==> config.mk <==
export PLATFORM = sky130hd
export DESIGN_NAME = key_conditioner
export DESIGN_NICKNAME = d
export VERILOG_FILES = /design/src/rtl/key_pkg.sv /design/src/rtl/sync_2ff.sv /design/src/rtl/key_conditioner.sv
export SDC_FILE = /design/constraint.sdc
export NUM_CORES = 1
export LEC_CHECK = 0
export CAP_MARGIN = 20
export CORE_MARGIN = 2
export CORE_UTILIZATION = 60
export DETAILED_ROUTE_END_ITERATION = 6
export PLACE_DENSITY = 0.77
export SETUP_SLACK_MARGIN = 0.02
export SLEW_MARGIN = 20
export SYNTH_ARGS = -nofsm -noshare
export SYNTH_HDL_FRONTEND = slang
export SYNTH_SLANG_ARGS = --single-unit
export TNS_END_PERCENT = 5
==> constraint.sdc <==
create_clock -name clk -period 3.8 [get_ports clk]
set_clock_uncertainty 0.15 [all_clocks]
set_input_delay 0.38 -clock clk [delete_from_list [all_inputs] [get_ports clk]]
set_output_delay 0.38 -clock clk [all_outputs]
set_load 0.02 [all_outputs]
==> src/rtl/key_pkg.sv <==
// key_pkg -- shared definitions for the push-button conditioner.
//   key_state_t  : debounce FSM state encoding
//   ms_to_cycles : converts a millisecond interval to clock cycles at
//                  elaboration time; never returns less than 1 so the
//                  terminal-count compares stay meaningful.
package key_pkg;

    typedef enum logic [1:0] {
        IDLE         = 2'd0,
        PRESS_WAIT   = 2'd1,
        PRESSED      = 2'd2,
        RELEASE_WAIT = 2'd3
    } key_state_t;

    function automatic int unsigned ms_to_cycles(input int unsigned clk_hz,
                                                 input int unsigned ms);
        int unsigned cyc;
        cyc = clk_hz / 1000 * ms;
        if (cyc == 0) begin
            cyc = 1;
        end
        return cyc;
    endfunction

endpackage

==> src/rtl/sync_2ff.sv <==
// sync_2ff -- two-flop synchronizer for a single asynchronous bit.
//   clk : sampling clock
//   rst : synchronous active-high reset; both flops load RESET_VAL
//   d   : asynchronous input
//   q   : synchronized output (two cycles of latency)
module sync_2ff #(
    parameter logic RESET_VAL = 1'b0
) (
    input  logic clk,
    input  logic rst,
    input  logic d,
    output logic q
);

    logic meta_reg;
    logic sync_reg;

    always_ff @(posedge clk) begin
        if (rst) begin
            meta_reg <= RESET_VAL;
            sync_reg <= RESET_VAL;
        end else begin
            meta_reg <= d;
            sync_reg <= meta_reg;
        end
    end

    assign q = sync_reg;

endmodule

==> src/rtl/key_conditioner.sv <==
// key_conditioner -- debounces a raw push-button and produces press,
// release and long-press events.
//   clk          : sole clock, rising edge
//   rst          : synchronous active-high reset
//   key_in       : raw asynchronous button pin
//   key_flag     : one-cycle pulse on each accepted press
//   key_level    : debounced pressed state
//   release_flag : one-cycle pulse on each accepted release
//   long_flag    : one-cycle pulse once a press has been held LONG_MS
// Build option: define KEY_LONG_PRESS_EN to build the hold counter and
// long_flag; otherwise long_flag is tied low.
module key_conditioner
    import key_pkg::*;
#(
    parameter int unsigned CLK_FREQ_HZ     = 50_000_000,
    parameter int unsigned DEBOUNCE_MS     = 20,
    parameter int unsigned LONG_MS         = 1000,
    parameter bit          KEY_ACTIVE_HIGH = 1'b1
) (
    input  logic clk,
    input  logic rst,
    input  logic key_in,
    output logic key_flag,
    output logic key_level,
    output logic release_flag,
    output logic long_flag
);

    localparam int unsigned DB_CYC = ms_to_cycles(CLK_FREQ_HZ, DEBOUNCE_MS);
    localparam int CNT_W = $clog2(DB_CYC + 1);
    localparam logic [CNT_W-1:0] DB_LAST = CNT_W'(DB_CYC - 1);
    // Pin level that means "not pressed", so the synchronizer resets idle.
    localparam logic IDLE_LEVEL = KEY_ACTIVE_HIGH ? 1'b0 : 1'b1;

    logic sync_q;
    logic p;

    sync_2ff #(
        .RESET_VAL(IDLE_LEVEL)
    ) u_sync (
        .clk(clk),
        .rst(rst),
        .d  (key_in),
        .q  (sync_q)
    );

    assign p = KEY_ACTIVE_HIGH ? sync_q : ~sync_q;

    key_state_t       state_reg, state_next;
    logic [CNT_W-1:0] cnt_reg, cnt_next;
    logic             key_flag_reg, key_flag_next;
    logic             key_level_reg, key_level_next;
    logic             release_flag_reg, release_flag_next;

    always_ff @(posedge clk) begin
        if (rst) begin
            state_reg        <= IDLE;
            cnt_reg          <= '0;
            key_flag_reg     <= 1'b0;
            key_level_reg    <= 1'b0;
            release_flag_reg <= 1'b0;
        end else begin
            state_reg        <= state_next;
            cnt_reg          <= cnt_next;
            key_flag_reg     <= key_flag_next;
            key_level_reg    <= key_level_next;
            release_flag_reg <= release_flag_next;
        end
    end

    always_comb begin
        state_next        = state_reg;
        cnt_next          = cnt_reg;
        key_flag_next     = 1'b0;
        key_level_next    = key_level_reg;
        release_flag_next = 1'b0;
        case (state_reg)
            IDLE: begin
                if (p) begin
                    state_next = PRESS_WAIT;
                    cnt_next   = '0;
                end
            end
            PRESS_WAIT: begin
                if (!p) begin
                    state_next = IDLE;
                end else if (cnt_reg == DB_LAST) begin
                    state_next     = PRESSED;
                    key_flag_next  = 1'b1;
                    key_level_next = 1'b1;
                end else begin
                    cnt_next = cnt_reg + CNT_W'(1);
                end
            end
            PRESSED: begin
                if (!p) begin
                    state_next = RELEASE_WAIT;
                    cnt_next   = '0;
                end
            end
            RELEASE_WAIT: begin
                // A short high here is contact bounce: go back to PRESSED
                // with the hold progress untouched.
                if (p) begin
                    state_next = PRESSED;
                end else if (cnt_reg == DB_LAST) begin
                    state_next        = IDLE;
                    release_flag_next = 1'b1;
                    key_level_next    = 1'b0;
                end else begin
                    cnt_next = cnt_reg + CNT_W'(1);
                end
            end
            default: begin
                state_next = IDLE;
            end
        endcase
    end

    assign key_flag     = key_flag_reg;
    assign key_level    = key_level_reg;
    assign release_flag = release_flag_reg;

`ifdef KEY_LONG_PRESS_EN
    localparam int unsigned LONG_CYC = ms_to_cycles(CLK_FREQ_HZ, LONG_MS);
    // Hold counting starts when the press is accepted, so the target is the
    // remainder after debounce. A target of 1 puts long_flag in the cycle
    // right after key_flag when LONG_CYC does not exceed DB_CYC.
    localparam int unsigned LONG_TGT = (LONG_CYC > DB_CYC) ? (LONG_CYC - DB_CYC) : 1;
    localparam int HOLD_W = $clog2(LONG_TGT + 1);
    localparam logic [HOLD_W-1:0] HOLD_MAX  = HOLD_W'(LONG_TGT);
    localparam logic [HOLD_W-1:0] HOLD_LAST = HOLD_W'(LONG_TGT - 1);

    logic [HOLD_W-1:0] hold_reg, hold_next;
    logic              long_fired_reg, long_fired_next;
    logic              long_flag_reg, long_flag_next;

    always_ff @(posedge clk) begin
        if (rst) begin
            hold_reg       <= '0;
            long_fired_reg <= 1'b0;
            long_flag_reg  <= 1'b0;
        end else begin
            hold_reg       <= hold_next;
            long_fired_reg <= long_fired_next;
            long_flag_reg  <= long_flag_next;
        end
    end

    always_comb begin
        hold_next       = hold_reg;
        long_fired_next = long_fired_reg;
        long_flag_next  = 1'b0;
        if (state_reg == PRESS_WAIT && state_next == PRESSED) begin
            // New press accepted: restart hold timing.
            hold_next       = '0;
            long_fired_next = 1'b0;
        end else if (state_reg == PRESSED) begin
            // Saturate at the target so a very long hold never re-fires.
            if (hold_reg != HOLD_MAX) begin
                hold_next = hold_reg + HOLD_W'(1);
            end
            if (hold_reg == HOLD_LAST && !long_fired_reg) begin
                long_flag_next  = 1'b1;
                long_fired_next = 1'b1;
            end
        end
    end

    assign long_flag = long_flag_reg;
`else
    assign long_flag = 1'b0;
`endif

endmodule

==> qor.txt <==
===============================================================================
Initial DRC Count ................................................           30
Syn. warnings ....................................................            0
Pin slew with the least headroom to its limit ....................     0.893 ns
Total of hold buffers inserted after clock tree synthesis ........            0
Crit-path cells .................................................. xnor2_2 -> o21ai_1 -> or4_1 -> nand2_1
Final Hold Violating Endpoints ...................................            0
Post-route DRC violation count ...................................            0
Distinct cell type count after synthesis .........................           43
Largest net degree at the start of global routing ................           22
Post-synth design cell area ......................................     1380 µm²
Number of nets at the end of the flow ............................          173
Cells taking the most area after synthesis ....................... sky130_fd_sc_hd__dfxtp_1, sky130_fd_sc_hd__a21oi_1, sky130_fd_sc_hd__nand3_1, sky130_fd_sc_hd__nand2_1, sky130_fd_sc_hd__nor2_1
Antenna violations before repair .................................            0
Capture endpoint of the worst hold path .......................... u_sync.q$_SDFF_PP0_
Layout cells sized above 1 .......................................       0.0536
Reg clk slew, reported paths .....................................      0.15 ns
Peak Freq ........................................................      442 MHz
FF+latch count, synth ............................................           27
Smallest hold slack ..............................................     0.317 ns
Crit Reg-Reg Endpoint ............................................ cnt_reg[2]$_SDFFE_PP0P_
Worst hold path class ............................................ flop to flop
Setup repair after global routing missed its margin ..............        false
Count of inserted antenna diode cells ............................            0
Max capacitance violation total ..................................            0
Post-detailed-route wirelength per cell ..........................      14.8 µm
Via count ........................................................         1229
Arr. time, crit path .............................................      2.41 ns
Instance count of the mapped netlist .............................          166
Max-slew violation count .........................................            0
Wire length of the first global-routing pass .....................      4.84 mm
Layout Cell Area excl Fill .......................................     1470 µm²
Largest driver fanout on the critical path .......................           19
Remaining max-slew budget at the tightest pin ....................        0.402
I/O Buffers ......................................................            5
Power density over the cells .....................................   303 nW/µm²
Crit path time final .............................................      2.26 ns
Number of levels the H-tree was split into .......................            1
Height of the die ................................................      52.0 µm
Number of gates given a new drive strength after cts .............            0
Cell type with the largest total area after synthesis ............ sky130_fd_sc_hd__dfxtp_1
Largest register FFs .............................................           20
Total Routing Usage GR ...........................................        0.241
Critical path class .............................................. flop to flop
TritonCTS Buffers ................................................            3
Final period utilization .........................................        0.596
Row cnt ..........................................................           17
GR Overflow Total ................................................            0
Top cell type's share of synthesized area ........................        0.391
CTS Root Cell .................................................... sky130_fd_sc_hd__clkbuf_4
Number of global-route vias before repair ........................         1061
Full die area ....................................................     2700 µm²
Number of clock sinks ............................................           27
Number of enable flip-flop cells after synthesis .................            0
Initial Util .....................................................        0.630
Worst supply voltage drop on vdd .................................       213 µV
Sum Neg Setup Slack ..............................................         0 ns
Seq/Total Area, Yosys ............................................        0.391
Post-detailed-route via-to-cell ratio ............................         6.27
Hold Crit Start .................................................. u_sync.meta_reg$_SDFF_PP0_
Category of the worst setup path capture point ...................         flop
Required time worst endpoint .....................................      3.94 ns
Std-Cell Core Area ...............................................     2190 µm²
Insertion delay to the later sink of the worst-skew pair .........      0.34 ns
Post-CTS Setup Inserts ...........................................            0
Area of placed instances .........................................     1440 µm²
Total length of routed wires .....................................      2.89 mm
Static Leak ......................................................     0.507 nW
Number of cells on the worst hold path ...........................            1
Syn_area_per_cell ................................................     8.32 µm²
Worst Reg2Reg Path Length in Cells ...............................            4
Most common flop cell mapped by yosys ............................ sky130_fd_sc_hd__dfxtp_1
Detailed-routing iteration count for the pre-antenna-repair pass .            4
TritonCTS clock tree .............................................         done
Family with the most delay on the worst path ..................... XOR/XNOR gates
Async SR Flop Fraction ...........................................            0
Final HPWL from detailed placement ...............................      2.03 mm
Largest stage delay, worst path ..................................      0.74 ns
Critical path launch point type ..................................         flop
Number of nets with antenna violations after routing .............            0
R2R setup slack ..................................................      1.54 ns
Power consumption ................................................     0.444 mW
Die width ........................................................      52.0 µm
Top-level I/O count ..............................................            7
Longest Clk Path Bufs ............................................            2
Gp weighted congestion ...........................................        0.802
Syn nets .........................................................          170
Worst path buffer plus inverter count ............................            0
Total setup violations reported at the end of the flow ...........            0
Run status .......................................................    completed
Standard cell with the maximum stage delay on the critical path .. sky130_fd_sc_hd__xnor2_2
Area delta synth->final ..........................................        6.16%
===============================================================================
-- report_power, final --
| group | switching (mW) | internal [mW] |
|---|---|---|
| Sequential | 0.00300 | 0.286 |
| Clock | 0.0915 | 0.0404 |
| Combinational | 0.0144 | 0.00865 |
-- per-layer routing --
metal / global-route usage / vias to the layer above / wire (µm)
met4: 0.101 / 0 / 45
met3: 0.0287 / 5 / 98
met1: 0.328 / 574 / 1380
met5: 0 / - / 0
met2: 0.384 / 21 / 1370
li1: - / 629 / -
-- metrics by stage --
step                setup WS [ns]   util  instances
floorplan                    1.93      -        166
global placement             1.65  0.656        192
detailed placement           1.61  0.656        192
CTS                          1.56  0.669        196
global route                 1.34  0.669        196
finish                       1.54  0.669        196
-- final cells by class --
| class | count | area (µm²) |
|---|---|---|
| Clock buffer | 3 | 22.5 |
| Clock inverter | 1 | 7.51 |
| Fill cell | 192 | 724 |
| Inverter | 4 | 15.0 |
| Multi-Input combinational cell | 127 | 788 |
| Sequential cell | 27 | 541 |
| Tap cell | 28 | 35.0 |
| Timing Repair Buffer | 6 | 57.6 |
-- layout by cell type, fill, tap and decap left out, types with 2 or more instances in the layout --
cell,count
sky130_fd_sc_hd__or3_1,3
sky130_fd_sc_hd__o211ai_1,2
sky130_fd_sc_hd__nor2b_1,3
sky130_fd_sc_hd__nor3_1,6
sky130_fd_sc_hd__o21ai_0,5
sky130_fd_sc_hd__nand2_1,12
sky130_fd_sc_hd__nor4_1,4
sky130_fd_sc_hd__inv_1,4
sky130_fd_sc_hd__clkbuf_4,3
sky130_fd_sc_hd__dfxtp_1,27
sky130_fd_sc_hd__mux2i_1,2
sky130_fd_sc_hd__a31oi_1,5
sky130_fd_sc_hd__clkdlybuf4s50_1,5
sky130_fd_sc_hd__nand3_1,10
sky130_fd_sc_hd__a21oi_1,16
sky130_fd_sc_hd__and4_1,4
sky130_fd_sc_hd__nand4_1,7
sky130_fd_sc_hd__or4_1,3
sky130_fd_sc_hd__nor2_1,12
sky130_fd_sc_hd__and3_1,4
sky130_fd_sc_hd__and2_1,2
sky130_fd_sc_hd__o21ai_1,4
sky130_fd_sc_hd__a21o_1,3
-- cell families (layout without fill, tap and decap cells) --
| family | after synthesis | after routing | share of synthesized area |
|---|---|---|---|
| AOI/OAI and AO/OA | 42 | 42 | 0.186 |
| xor gates and xnor gates | 3 | 3 | 0.0245 |
| adders and majority gates | 1 | 1 | 0.00906 |
| buffers and inverters | 12 | 14 | 0.0380 |
| DFF | 27 | 27 | 0.391 |
| muxes | 2 | 2 | 0.0145 |
| other | 1 | 1 | 0.00271 |
| and+or+nand+nor | 78 | 78 | 0.334 |
-- worst max path at each step --
stage / start / endpoint / slack [ns] / depth (start not counted)
floorplan: cnt_reg[0]$_SDFFE_PP0P_ / cnt_reg[3]$_SDFFE_PP0P_ / 1.93 / 7
global placement: flop / cnt_reg[2]$_SDFFE_PP0P_ / 1.65 / 4
detailed placement: flop / cnt_reg[2]$_SDFFE_PP0P_ / 1.61 / 4
CTS: flop / cnt_reg[2]$_SDFFE_PP0P_ / 1.56 / 4
global route: flop / cnt_reg[2]$_SDFFE_PP0P_ / 1.34 / 4
finish: flop / cnt_reg[2]$_SDFFE_PP0P_ / 1.54 / 4
-- Yosys cell counts, drive strengths merged, types with 2 or more instances --
cell type / number
clkbuf: 6
nand4: 7
mux2i: 2
or4: 3
nor4: 5
and2: 2
o21ai: 9
inv: 4
nand3: 10
nor2b: 3
a21oi: 16
xnor2: 2
a21o: 3
buf: 2
o211ai: 2
nand2: 12
nor3: 7
and4: 4
and3: 4
or3: 3
a31oi: 5
dfxtp: 27
nor2: 12
Note: power is estimated with default switching activity, not from simulation.
